## config.mk

```make
export PLATFORM = sky130hd
export DESIGN_NAME = mem_req_arbiter
export DESIGN_NICKNAME = d
export VERILOG_FILES = /design/src/rtl/mem_req_arbiter.sv
export SDC_FILE = /design/constraint.sdc
export NUM_CORES = 1
export LEC_CHECK = 0
export CORE_AREA = 5 5 295 297
export DETAILED_ROUTE_END_ITERATION = 8
export DIE_AREA = 0 0 300 302
export PLACE_DENSITY = 0.45
export SYNTH_ARGS = -nofsm -noshare
export SYNTH_HDL_FRONTEND = slang
export SYNTH_SLANG_ARGS = --single-unit
export TNS_END_PERCENT = 10
```

## constraint.sdc

```tcl
create_clock -name clk_i -period 4.8 [get_ports clk_i]
set_clock_uncertainty 0.2 [all_clocks]
set_input_delay 0.96 -clock clk_i [delete_from_list [all_inputs] [get_ports clk_i]]
set_output_delay 0.96 -clock clk_i [all_outputs]
set_load 0.03 [all_outputs]
```

## src/rtl/mem_req_arbiter.sv

```systemverilog
// Arbitrates icache line reads and dcache reads/writes onto one memory port.
// Latency: grant one edge after a request is seen in IDLE; response one cycle after memory.
// Backpressure: one outstanding memory transaction; other requesters hold until their ready pulse.
module mem_req_arbiter #(
  parameter int PADDR_WIDTH = 32,
  parameter int LINE_WIDTH  = 128,
  parameter int ASIZE_WIDTH = 2
) (
  input  logic                   clk_i,
  input  logic                   rst_i,
  // icache side
  input  logic                   ic_rd_req_valid_i,
  input  logic [PADDR_WIDTH-1:0] ic_req_address_i,
  output logic                   ic_req_ready_o,
  output logic                   ic_rsp_valid_o,
  output logic [LINE_WIDTH-1:0]  ic_rsp_data_o,
  // dcache side
  input  logic                   dc_rd_req_valid_i,
  input  logic                   dc_wr_req_valid_i,
  input  logic [PADDR_WIDTH-1:0] dc_req_address_i,
  input  logic [LINE_WIDTH-1:0]  dc_wr_data_i,
  input  logic [ASIZE_WIDTH-1:0] dc_req_access_size_i,
  output logic                   dc_req_ready_o,
  output logic                   dc_rsp_valid_o,
  output logic [LINE_WIDTH-1:0]  dc_rsp_data_o,
  output logic                   dc_wr_done_o,
  // memory side
  output logic                   mem_rd_req_valid_o,
  output logic                   mem_wr_req_valid_o,
  output logic                   mem_req_is_instr_o,
  output logic [PADDR_WIDTH-1:0] mem_req_address_o,
  output logic [LINE_WIDTH-1:0]  mem_wr_data_o,
  output logic [ASIZE_WIDTH-1:0] mem_req_access_size_o,
  input  logic                   mem_data_valid_i,
  input  logic                   mem_data_is_instr_i,
  input  logic [LINE_WIDTH-1:0]  mem_data_i,
  input  logic                   mem_write_done_i,
  // status
  output logic                   error_o
);

  typedef enum logic [1:0] {IDLE, RD_WAIT, WR_WAIT} state_t;

  state_t state_q, state_d;
  logic   last_dc_q;   // 1: dcache won the previous grant
  logic   ic_pend, dc_pend, dc_is_wr;
  logic   grant_ic, grant_dc;
  logic   rd_done, wr_done;
  logic   err_set;

  // State register
  always_ff @(posedge clk_i) begin
    if (!rst_i) state_q <= IDLE;
    else        state_q <= state_d;
  end

  // Next state, arbitration and completion detection
  always_comb begin
    state_d  = state_q;
    grant_ic = 1'b0;
    grant_dc = 1'b0;
    rd_done  = 1'b0;
    wr_done  = 1'b0;
    ic_pend  = ic_rd_req_valid_i;
    dc_pend  = dc_rd_req_valid_i | dc_wr_req_valid_i;
    // a simultaneous dcache read+write is served as a write
    dc_is_wr = dc_wr_req_valid_i;
    case (state_q)
      IDLE: begin
        if (ic_pend && dc_pend) begin
          // alternate on a tie: favour whoever did not win last
          if (last_dc_q) grant_ic = 1'b1;
          else           grant_dc = 1'b1;
        end else if (ic_pend) begin
          grant_ic = 1'b1;
        end else if (dc_pend) begin
          grant_dc = 1'b1;
        end
        if (grant_ic) state_d = RD_WAIT;
        if (grant_dc) state_d = dc_is_wr ? WR_WAIT : RD_WAIT;
      end
      RD_WAIT: begin
        if (mem_data_valid_i) begin
          rd_done = 1'b1;
          state_d = IDLE;
        end
      end
      WR_WAIT: begin
        if (mem_write_done_i) begin
          wr_done = 1'b1;
          state_d = IDLE;
        end
      end
      default: state_d = IDLE;
    endcase
  end

  // Protocol violations; none of these alter the FSM
  always_comb begin
    err_set = 1'b0;
    if (state_q == IDLE && dc_rd_req_valid_i && dc_wr_req_valid_i) err_set = 1'b1;
    if (mem_data_valid_i && state_q != RD_WAIT)                    err_set = 1'b1;
    if (mem_write_done_i && state_q != WR_WAIT)                    err_set = 1'b1;
    if (mem_data_valid_i && state_q == RD_WAIT &&
        mem_data_is_instr_i != mem_req_is_instr_o)                 err_set = 1'b1;
  end

  // Memory request registers: loaded on grant, valid dropped after completion
  always_ff @(posedge clk_i) begin
    if (!rst_i) begin
      mem_rd_req_valid_o    <= 1'b0;
      mem_wr_req_valid_o    <= 1'b0;
      mem_req_is_instr_o    <= 1'b0;
      mem_req_address_o     <= '0;
      mem_wr_data_o         <= '0;
      mem_req_access_size_o <= '0;
      last_dc_q             <= 1'b0;
    end else begin
      if (grant_ic) begin
        mem_rd_req_valid_o    <= 1'b1;
        mem_req_is_instr_o    <= 1'b1;
        mem_req_address_o     <= ic_req_address_i;
        mem_wr_data_o         <= '0;
        mem_req_access_size_o <= '1;
        last_dc_q             <= 1'b0;
      end
      if (grant_dc) begin
        mem_rd_req_valid_o    <= ~dc_is_wr;
        mem_wr_req_valid_o    <= dc_is_wr;
        mem_req_is_instr_o    <= 1'b0;
        mem_req_address_o     <= dc_req_address_i;
        mem_wr_data_o         <= dc_is_wr ? dc_wr_data_i : '0;
        mem_req_access_size_o <= dc_req_access_size_i;
        last_dc_q             <= 1'b1;
      end
      if (rd_done) mem_rd_req_valid_o <= 1'b0;
      if (wr_done) mem_wr_req_valid_o <= 1'b0;
    end
  end

  // Requester-facing pulses and held response data
  always_ff @(posedge clk_i) begin
    if (!rst_i) begin
      ic_req_ready_o <= 1'b0;
      dc_req_ready_o <= 1'b0;
      ic_rsp_valid_o <= 1'b0;
      dc_rsp_valid_o <= 1'b0;
      dc_wr_done_o   <= 1'b0;
      ic_rsp_data_o  <= '0;
      dc_rsp_data_o  <= '0;
    end else begin
      ic_req_ready_o <= grant_ic;
      dc_req_ready_o <= grant_dc;
      ic_rsp_valid_o <= rd_done & mem_req_is_instr_o;
      dc_rsp_valid_o <= rd_done & ~mem_req_is_instr_o;
      dc_wr_done_o   <= wr_done;
      if (rd_done && mem_req_is_instr_o)  ic_rsp_data_o <= mem_data_i;
      if (rd_done && !mem_req_is_instr_o) dc_rsp_data_o <= mem_data_i;
    end
  end

  // Sticky error flag, cleared only by reset
  always_ff @(posedge clk_i) begin
    if (!rst_i) error_o <= 1'b0;
    else        error_o <= error_o | err_set;
  end

endmodule

```

==> results of run 1 <==
layout make-up:
cell class              instances  area, sq um
diodes                         13        32.53
clock buffers                  80         1485
clock inverters                12        205.2
fillers                      8893        58050
inverters                       3        18.77
multi-input cells            1325         6611
flip-flops and latches        430         8608
well taps                    1090         1364
repair buffers                790         7973
per-stage QoR:
stage	worst slack (ns)	area (sq um)	hold WS [ns]	total power [mW]	cells
floorplan	2.408	15970	0.2725	4.856	1951
CTS	1.534	26270	0.2539	9.830	3730
finish	1.667	26300	0.2515	9.628	3743
detailed placement	1.311	24570	0.2455	5.782	3638
global placement	1.411	24570	0.2410	5.766	3638
global route	1.460	26300	0.2679	10.07	3742
cell families after synthesis:
kind of cell	after synthesis	synth area share [%]
compound gates	624	22.04
xor+xnor	1	0.05485
buf+inv	196	5.131
flops	430	53.90
simple gates	700	18.88
worst paths after layout:
path | startpoint | to | cells after the start
hold reg to reg | ic_rsp_data_o[66]$_SDFFE_PN0P_ | ic_rsp_data_o[66]$_SDFFE_PN0P_ | 2
setup / recovery | mem_req_is_instr_o$_SDFFE_PP0P_ | mem_req_is_instr_o | 1
hold / removal | ic_rsp_data_o[66]$_SDFFE_PN0P_ | ic_rsp_data_o[66]$_SDFFE_PN0P_ | 2
setup reg to reg | state_q[0]$_SDFFE_PN0P_ | mem_req_address_o[9]$_SDFFE_PN0P_ | 4
sequential cells by signal, summed over array words and instances (netlist names):
signal	count
ic_req_ready_o	1
mem_wr_req_valid_o	1
error_o	1
mem_req_is_instr_o	1
dc_rsp_valid_o	1
dc_rsp_data_o	128
mem_rd_req_valid_o	1
state_q	2
mem_wr_data_o	128
ic_rsp_valid_o	1
dc_req_ready_o	1
last_dc_q	1
ic_rsp_data_o	128
mem_req_address_o	32
mem_req_access_size_o	2
dc_wr_done_o	1
metal layers:
metal	GRT usage, %	wire length, microns	part of all wire [%]
met2	26.73	36830	49
met4	6.183	2606	3.5
met1	16.76	27790	37
met3	6.488	7587	10
met5	0	27	0.036
Yosys cell counts, types with 2 or more instances:
| cell | number | share of area, % |
|---|---|---|
| nand2_1 | 516 | 12 |
| dfxtp_1 | 430 | 54 |
| a21oi_1 | 388 | 12 |
| clkbuf_1 | 142 | 3.3 |
| o21ai_0 | 131 | 4.1 |
| nand3_1 | 128 | 4.0 |
| buf_2 | 37 | 1.2 |
| o31a_1 | 34 | 1.9 |
| a21o_1 | 32 | 1.5 |
| nor4b_1 | 32 | 1.8 |
| o311a_1 | 32 | 2.0 |
| buf_1 | 9 | 0.21 |
| nor2_1 | 8 | 0.19 |
| buf_6 | 5 | 0.35 |
| and4b_1 | 2 | 0.13 |
| inv_1 | 2 | 0.047 |
| nand3b_1 | 2 | 0.094 |
| o221a_1 | 2 | 0.14 |
power by group through the flow:
stage | Clock, mW | Combinational (mW) | Sequential, mW
after global placement | 0 | 1.84 | 3.93
after global routing | 4.24 | 1.95 | 3.88
after floorplan | 0 | 0.599 | 4.26
after CTS | 4.12 | 1.86 | 3.86
after detailed placement | 0 | 1.85 | 3.93
final | 3.94 | 1.83 | 3.86
==> qor_table.md, run 1 <==
| Metric | Reported |
|---|---|
| Power spent charging and discharging nets | 2.762 mW |
| Upper clock frequency limit | 0.3192 GHz |
| Maximum fanout encountered on the critical timing path | 7 |
| Seq cells post-synth | 430 |
| Worst reg2reg setup slack | 2.18 ns |
| Final setup fails | 0 |
| Cells along the critical path | clkdlybuf4s50_1 |
| Average cell area after synthesis | 8.186 sq um |
| Count of different cell masters after synthesis | 37 |
| Worst-margin pin slew | 1.041 ns |
| Die H | 302 microns |
| Final Cycle Share | 65.27% |
| Worst max-slew margin expressed relative to the limit | 30.21% |
| Via count of the first global-routing pass | 16,520 |
| Sequential fraction of the synthesis area | 53.90% |
| Post-synthesis instance area | 15,970 sq um |
| Clock tree from TritonCTS | built |
| Class of the worst hold path | reg2reg |
| Total number of clock tree sinks | 430 |
| Maximum clock insertion buffer count | 3 |
| Clock network power share | 41.0% |
| CTS buffer count | 51 |
| Most frequent standard cell in the layout excluding fill and tap cells | clkdlybuf4s50_1 |
| HPWL after DPL | 53,150 microns |
| Final total negative setup slack | 0 ns |
| Combinational group share of total power | 19.0% |
| Setup repair after global routing missed its margin | no |
| Global-route wire length before repair | 109,000 microns |
| Post-synth EDFFs | 0 |
| Root cell of the clock tree | clkbuf_16 |
| Cell type of the slowest stage on the worst timing path | clkdlybuf4s50_1 |
| Cell count after synthesis | 1,951 |
| Std-Cell Rows | 107 |
| First drt pass iteration count | 7 |
| Worst stage delay on the critical path | 0.85 ns |
| Remaining antenna violation count | 0 |
| Die Area | 90,600 sq um |
| Horiz. Die Dim | 300 microns |
| Area growth from synthesis to layout | 64.65% |
| Antenna violations before repair | 17 |
| Vias per inst | 4.423 |
| Required time reported for the critical path endpoint | 3.64 ns |
| Leading cell types in the layout, fill and taps excluded | clkdlybuf4s50_1 (756), nand2_1 (516), dfxtp_1 (430), a21oi_1 (388), o21ai_0 (131) |
| Routed vias | 16,560 |
| Buffers & Inverters on Critical Path | 1 |
| Routed WL per cell | 20.00 microns |
| Crit Path Class | reg2out |
| Iter 0 DRT Violations | 877 |
| # IOs | 757 |
| Nets@finish | 2,931 |
| Status | completed |
| Dominant synthesized flop cell | dfxtp_1 |
| Gr ovfl total | 0 |
| Proportion of layout cells with a drive suffix above 1 | 4.508% |
| GRT Resource Usage Total | 15.43% |
| Number of levels the H-tree was split into | 2 |
| CTS hold repair buffers | 0 |
| Starting utilization of the core area | 18.94% |
| Post-detailed-route DRC marker count | 0 |
| Int Pwr | 6.866 mW |
| Power density normalized to cell area | 366.1 nW/um^2 |
| Minimum period implied by the final worst setup slack | 3.133 ns |
| Element type at the critical path start | flop |
| Final design utilization | 31.18% |
| Critical path capture point type | output pin |
| Worst-Skew Late Latency | 0.59 ns |
| Setup repair bufs after CTS | 0 |
| Largest net degree at the start of global routing | 130 |
| Cts repair resizes | 0 |
| Share of total power consumed by net switching | 28.69% |
| CP Data Arrival Time | 1.97 ns |
| Count of port buffers added during placement | 756 |
| Placeable Area | 84,340 sq um |
| Count of endpoints failing hold in the final timing report | 0 |
| Cell family with the largest share of critical-path delay | buffers and inverters |
| Routability-driven placement congestion ratio | 0.8039 |
| Async SR Flop Fraction | 0% |
| DRT Wirelength | 74,850 microns |
| Maximum Capacitance Violations | 0 |
| Proportion of power drawn by flip-flops and latches | 40.1% |
| Synth warn | 0 |
| Post-Synthesis Net Count | 2,281 |
| Clock slew seen by the registers of the worst setup and hold paths | 0.06 ns |
| Final-report max-slew violation count | 0 |
| IR Drop Worst-Case VDD | 0.0002434 V |
| Leak pwr | 8.818 nW |
No activity file was read; power rests on OpenSTA's default activity.
==> inputs of run 2 (changes only) <==
--- a/config.mk
+++ b/config.mk
@@ -5,10 +5,10 @@
 export SDC_FILE = /design/constraint.sdc
 export NUM_CORES = 1
 export LEC_CHECK = 0
-export CORE_AREA = 5 5 295 297
+export CORE_AREA = 5 5 294 296
 export DETAILED_ROUTE_END_ITERATION = 8
-export DIE_AREA = 0 0 300 302
-export PLACE_DENSITY = 0.45
+export DIE_AREA = 0 0 299 301
+export PLACE_DENSITY = 0.47
 export SYNTH_ARGS = -nofsm -noshare
 export SYNTH_HDL_FRONTEND = slang
 export SYNTH_SLANG_ARGS = --single-unit
==> constraint.sdc (replaced) <==
create_clock -name clk_i -period 2.8 [get_ports clk_i]
set_clock_uncertainty 0.2 [all_clocks]
set_input_delay 0.56 -clock clk_i [delete_from_list [all_inputs] [get_ports clk_i]]
set_output_delay 0.56 -clock clk_i [all_outputs]
set_load 0.03 [all_outputs]
==> qor_table.md, run 2 (synthesis gave the netlist of run 1 again) <==
| Metric | Reported |
|---|---|
| Routed vias | 16,950 |
| Crit Path Class | reg2out |
| Die H | 301 microns |
| Hold Crit Depth | 2 |
| Die Area | 90,000 sq um |
| Footprint of the flip-flops and latches | 8608 sq um |
| Worst max-slew margin expressed relative to the limit | 54.71% |
| Minimum period implied by the final worst setup slack | 2.608 ns |
| Vias per inst | 4.491 |
| First drt pass iteration count | 5 |
| Gr ovfl total | 0 |
| Proportion of layout cells with a drive suffix above 1 | 6.443% |
| Antenna violations before repair | 9 |
| Routability-driven placement congestion ratio | 0.8514 |
| Post-detailed-route DRC marker count | 0 |
| Routed WL per cell | 20.01 microns |
| Buffers & Inverters on Critical Path | 1 |
| Tightest hold margin | 0.2514 ns |
| Worst-Skew Late Latency | 0.59 ns |
| HPWL after DPL | 56,230 microns |
| GRT Resource Usage Total | 15.69% |
| CTS buffer count | 51 |
| Class of the worst hold path | reg2reg |
| Reg2Reg Depth | 4 |
| Required time reported for the critical path endpoint | 2.04 ns |
| Maximum clock insertion buffer count | 3 |
| Worst-margin pin slew | 0.6772 ns |
| Count of endpoints failing hold in the final timing report | 0 |
| Setup repair after global routing missed its margin | no |
| Count of port buffers added during placement | 756 |
| Placeable Area | 83,290 sq um |
| Final Cycle Share | 93.14% |
| Setup repair bufs after CTS | 0 |
| Maximum fanout encountered on the critical timing path | 2 |
| Root cell of the clock tree | clkbuf_16 |
| Finished layout cell area | 26,890 sq um |
| Power density normalized to cell area | 615.1 nW/um^2 |
| Number of levels the H-tree was split into | 2 |
| Iter 0 DRT Violations | 811 |
| Starting utilization of the core area | 19.18% |
| Remaining antenna violation count | 0 |
| Cts repair resizes | 0 |
| Status | completed |
| Horiz. Die Dim | 299 microns |
| # IOs | 757 |
| Critical path capture point type | output pin |
| Total power after layout | 16.54 mW |
| Total number of clock tree sinks | 430 |
| Worst stage delay on the critical path | 0.92 ns |
| Fill cell instance count of the final layout | 8,615 |
| CTS hold repair buffers | 0 |
| Global-route wire length before repair | 110,200 microns |
| Dpl cell area | 25,210 sq um |
| Final total negative setup slack | 0 ns |
| Largest regs | dc_rsp_data_o x128, ic_rsp_data_o x128, mem_wr_data_o x128 |
| Clock tree from TritonCTS | built |
| Cells along the critical path | clkdlybuf4s50_1 |
| Leak pwr | 9.152 nW |
| Cell type of the slowest stage on the worst timing path | clkdlybuf4s50_1 |
| Final-report max-slew violation count | 0 |
| Most frequent standard cell in the layout excluding fill and tap cells | clkdlybuf4s50_1 |
| Upper clock frequency limit | 0.3835 GHz |
| Nets@finish | 2,979 |
| IR Drop Worst-Case VDD | 0.0003939 V |
| Via count of the first global-routing pass | 16,920 |
| Final setup fails | 0 |
| Leading cell types in the layout, fill and taps excluded | clkdlybuf4s50_1 (756), nand2_1 (516), dfxtp_1 (430), a21oi_1 (388), o21ai_0 (131) |
| Multi-input combinational cell area | 6611 sq um |
| Cell family with the largest share of critical-path delay | buffers and inverters |
| Number of stages on the worst setup path | 1 |
| Largest net degree at the start of global routing | 80 |
| Element type at the critical path start | flop |
| DRT Wirelength | 75,500 microns |
| Area growth from synthesis to layout | 68.37% |
| CP Data Arrival Time | 1.85 ns |
| Std-Cell Rows | 106 |
| Clock slew seen by the registers of the worst setup and hold paths | 0.06 ns |
| Maximum Capacitance Violations | 0 |
==> run 2: final timing paths <==
path	from	endpoint	slack, ns
setup / recovery	mem_wr_data_o[4]$_SDFFE_PN0P_	mem_wr_data_o[4]	0.19
hold reg to reg	ic_rsp_data_o[34]$_SDFFE_PN0P_	ic_rsp_data_o[34]$_SDFFE_PN0P_	0.25
hold / removal	ic_rsp_data_o[34]$_SDFFE_PN0P_	ic_rsp_data_o[34]$_SDFFE_PN0P_	0.25
setup reg to reg	state_q[0]$_SDFFE_PN0P_	mem_req_address_o[10]$_SDFFE_PN0P_	0.47
==> run 2: report_power, final <==
part	internal, mW	leakage, nW	switching (mW)
clock	3.93	0.810	2.72
combinational	1.45	4.85	1.84
sequential	6.43	3.50	0.174
total	11.8	9.15	4.73
==> run 2: cell type report <==
type	count	share of cell area [%]
diodes	8	0.07444
clock buffers	72	5.490
clock inverters	17	0.6886
inverters	3	0.06979
multi-input cells	1325	24.58
flip-flops and latches	430	32.01
well taps	1080	5.025
repair buffers	838	32.06
==> run 2: per-layer routing <==
metal  vias up  share of wire (%)  GRT usage [%]
li1       8114                  -              -
met1      7984                 37          17.11
met2       702                 47          26.11
met3       143                 11          7.289
met4         2                4.6          7.134
met5         -              0.015              0
==> run 2: per-stage QoR <==
step,utilization [%],std cells,worst slack [ns]
after CTS,32.26,3765,0.1028
after detailed placement,30.27,3676,0.1648
after global routing,32.29,3773,0.06528
final,32.29,3773,0.1921
after floorplan,-,1951,0.8076
after global placement,30.27,3676,0.2396
==> inputs of run 3 (changes only) <==
--- a/config.mk
+++ b/config.mk
@@ -8,6 +8,7 @@
 export CORE_AREA = 5 5 294 296
 export DETAILED_ROUTE_END_ITERATION = 8
 export DIE_AREA = 0 0 299 301
+export MAX_ROUTING_LAYER = met4
 export PLACE_DENSITY = 0.47
 export SYNTH_ARGS = -nofsm -noshare
 export SYNTH_HDL_FRONTEND = slang
==> qor_table.md, run 3 (synthesis gave the netlist of run 1 again) <==
| Metric | Reported |
|---|---|
| Leading cell types in the layout, fill and taps excluded | clkdlybuf4s50_1 (756), nand2_1 (516), dfxtp_1 (430), a21oi_1 (388), o21ai_0 (131) |
| Final-report max-slew violation count | 0 |
| Maximum clock insertion buffer count | 3 |
| Via count of the first global-routing pass | 16,990 |
| Reg2Reg Depth | 4 |
| Horiz. Die Dim | 299 microns |
| Cell type of the slowest stage on the worst timing path | clkdlybuf4s50_1 |
| Count of port buffers added during placement | 756 |
| Leak pwr | 9.152 nW |
| Iter 0 DRT Violations | 850 |
| Final total negative setup slack | 0 ns |
| Vias per inst | 4.492 |
| Status | completed |
| # IOs | 757 |
| Clock slew seen by the registers of the worst setup and hold paths | 0.06 ns |
| Count of endpoints failing hold in the final timing report | 0 |
| Gr ovfl total | 0 |
| Global-route wire length before repair | 110,000 microns |
| Routability-driven placement congestion ratio | 0.8658 |
| Worst-margin pin slew | 0.6779 ns |
| Nets@finish | 2,979 |
| Clock tree from TritonCTS | built |
| Crit Path Class | reg2out |
| Total power after layout | 16.54 mW |
| Cells along the critical path | clkdlybuf4s50_1 |
| Total number of clock tree sinks | 430 |
| Worst-Skew Late Latency | 0.58 ns |
| Hold path start | ic_rsp_data_o[34]$_SDFFE_PN0P_ |
| Routed WL per cell | 19.99 microns |
| Proportion of layout cells with a drive suffix above 1 | 6.443% |
| Final setup fails | 0 |
| GRT Resource Usage Total | 16.15% |
| Power density normalized to cell area | 615.1 nW/um^2 |
| Largest net degree at the start of global routing | 80 |
| Area growth from synthesis to layout | 68.41% |
| Number of stages on the worst setup path | 1 |
| Crit Reg-Reg Startpoint | state_q[0]$_SDFFE_PN0P_ |
| Upper clock frequency limit | 0.3834 GHz |
| Required time reported for the critical path endpoint | 2.04 ns |
| Critical path capture point type | output pin |
| Fill cell instance count of the final layout | 8,614 |
| Crit. Startpoint | mem_wr_data_o[4]$_SDFFE_PN0P_ |
| Die Area | 90,000 sq um |
| CP Data Arrival Time | 1.85 ns |
| DRT Wirelength | 75,470 microns |
| Number of levels the H-tree was split into | 2 |
| Post-detailed-route DRC marker count | 0 |
| Class of the worst hold path | reg2reg |
| Setup repair after global routing missed its margin | no |
| Worst max-slew margin expressed relative to the limit | 54.67% |
| Minimum period implied by the final worst setup slack | 2.608 ns |
| HPWL after DPL | 56,230 microns |
| Maximum Capacitance Violations | 0 |
| Cts repair resizes | 0 |
| IR Drop Worst-Case VDD | 0.0003917 V |
| Element type at the critical path start | flop |
| Hold Crit Depth | 2 |
| Cell family with the largest share of critical-path delay | buffers and inverters |
| Antenna violations before repair | 9 |
| Starting utilization of the core area | 19.18% |
| Die H | 301 microns |
| CTS buffer count | 51 |
| Final Cycle Share | 93.15% |
| Remaining antenna violation count | 0 |
| Buffers & Inverters on Critical Path | 1 |
| Worst stage delay on the critical path | 0.93 ns |
| Std-Cell Rows | 106 |
| Routed vias | 16,960 |
| CTS hold repair buffers | 0 |
| First drt pass iteration count | 5 |
| Root cell of the clock tree | clkbuf_16 |
| Setup repair bufs after CTS | 0 |
| Largest regs | dc_rsp_data_o x128, ic_rsp_data_o x128, mem_wr_data_o x128 |
| Most frequent standard cell in the layout excluding fill and tap cells | clkdlybuf4s50_1 |
| Placeable Area | 83,290 sq um |
| Maximum fanout encountered on the critical timing path | 2 |
## run 3: cell types whose count changed in the layout (fill, tap and decap cells not counted)
cell | before | now
diode_2 | 8 | 10
## run 3: final timing paths
| kind | slack [ns] | endpoint |
|---|---|---|
| min reg2reg | 0.25 | ic_rsp_data_o[34]$_SDFFE_PN0P_ |
| max reg2reg | 0.49 | mem_req_address_o[10]$_SDFFE_PN0P_ |
| max | 0.19 | mem_wr_data_o[4] |
| min | 0.25 | ic_rsp_data_o[34]$_SDFFE_PN0P_ |
## run 3: layout make-up
class                   count  area [sq um]  area share, %
diodes                     10         25.02        0.09304
clock buffers              72          1476          5.489
clock inverters            17         185.2         0.6885
inverters                   3         18.77        0.06978
multi-input cells        1325          6611          24.58
flip-flops and latches    430          8608          32.00
well taps                1080          1351          5.024
repair buffers            838          8621          32.05
## run 3: per-layer routing
layer	track usage [%]	wire length, microns	vias to the layer above
li1	-	-	8109
met1	17.53	28520	7984
met2	26.05	35520	722
met3	6.698	7958	143
met4	7.134	3476	0
met5	-	0	-
## run 3: where the power goes
group | switching (mW) | total [mW] | internal, mW
combinational | 1.84 | 3.29 | 1.45
clock | 2.72 | 6.65 | 3.93
sequential | 0.174 | 6.60 | 6.43
## run 3: metrics by stage
step	worst slack, ns	hold WS, ns	utilization [%]	std cells	area (sq um)
2_1_floorplan	0.8076	0.2725	-	1951	15970
3_3_place_gp	0.2396	0.2411	30.27	3676	25210
3_5_place_dp	0.1648	0.2455	30.27	3676	25210
4_1_cts	0.1028	0.2537	32.26	3765	26870
5_1_grt	0.06522	0.2731	32.29	3774	26890
6_report	0.1919	0.2515	32.29	3775	26900
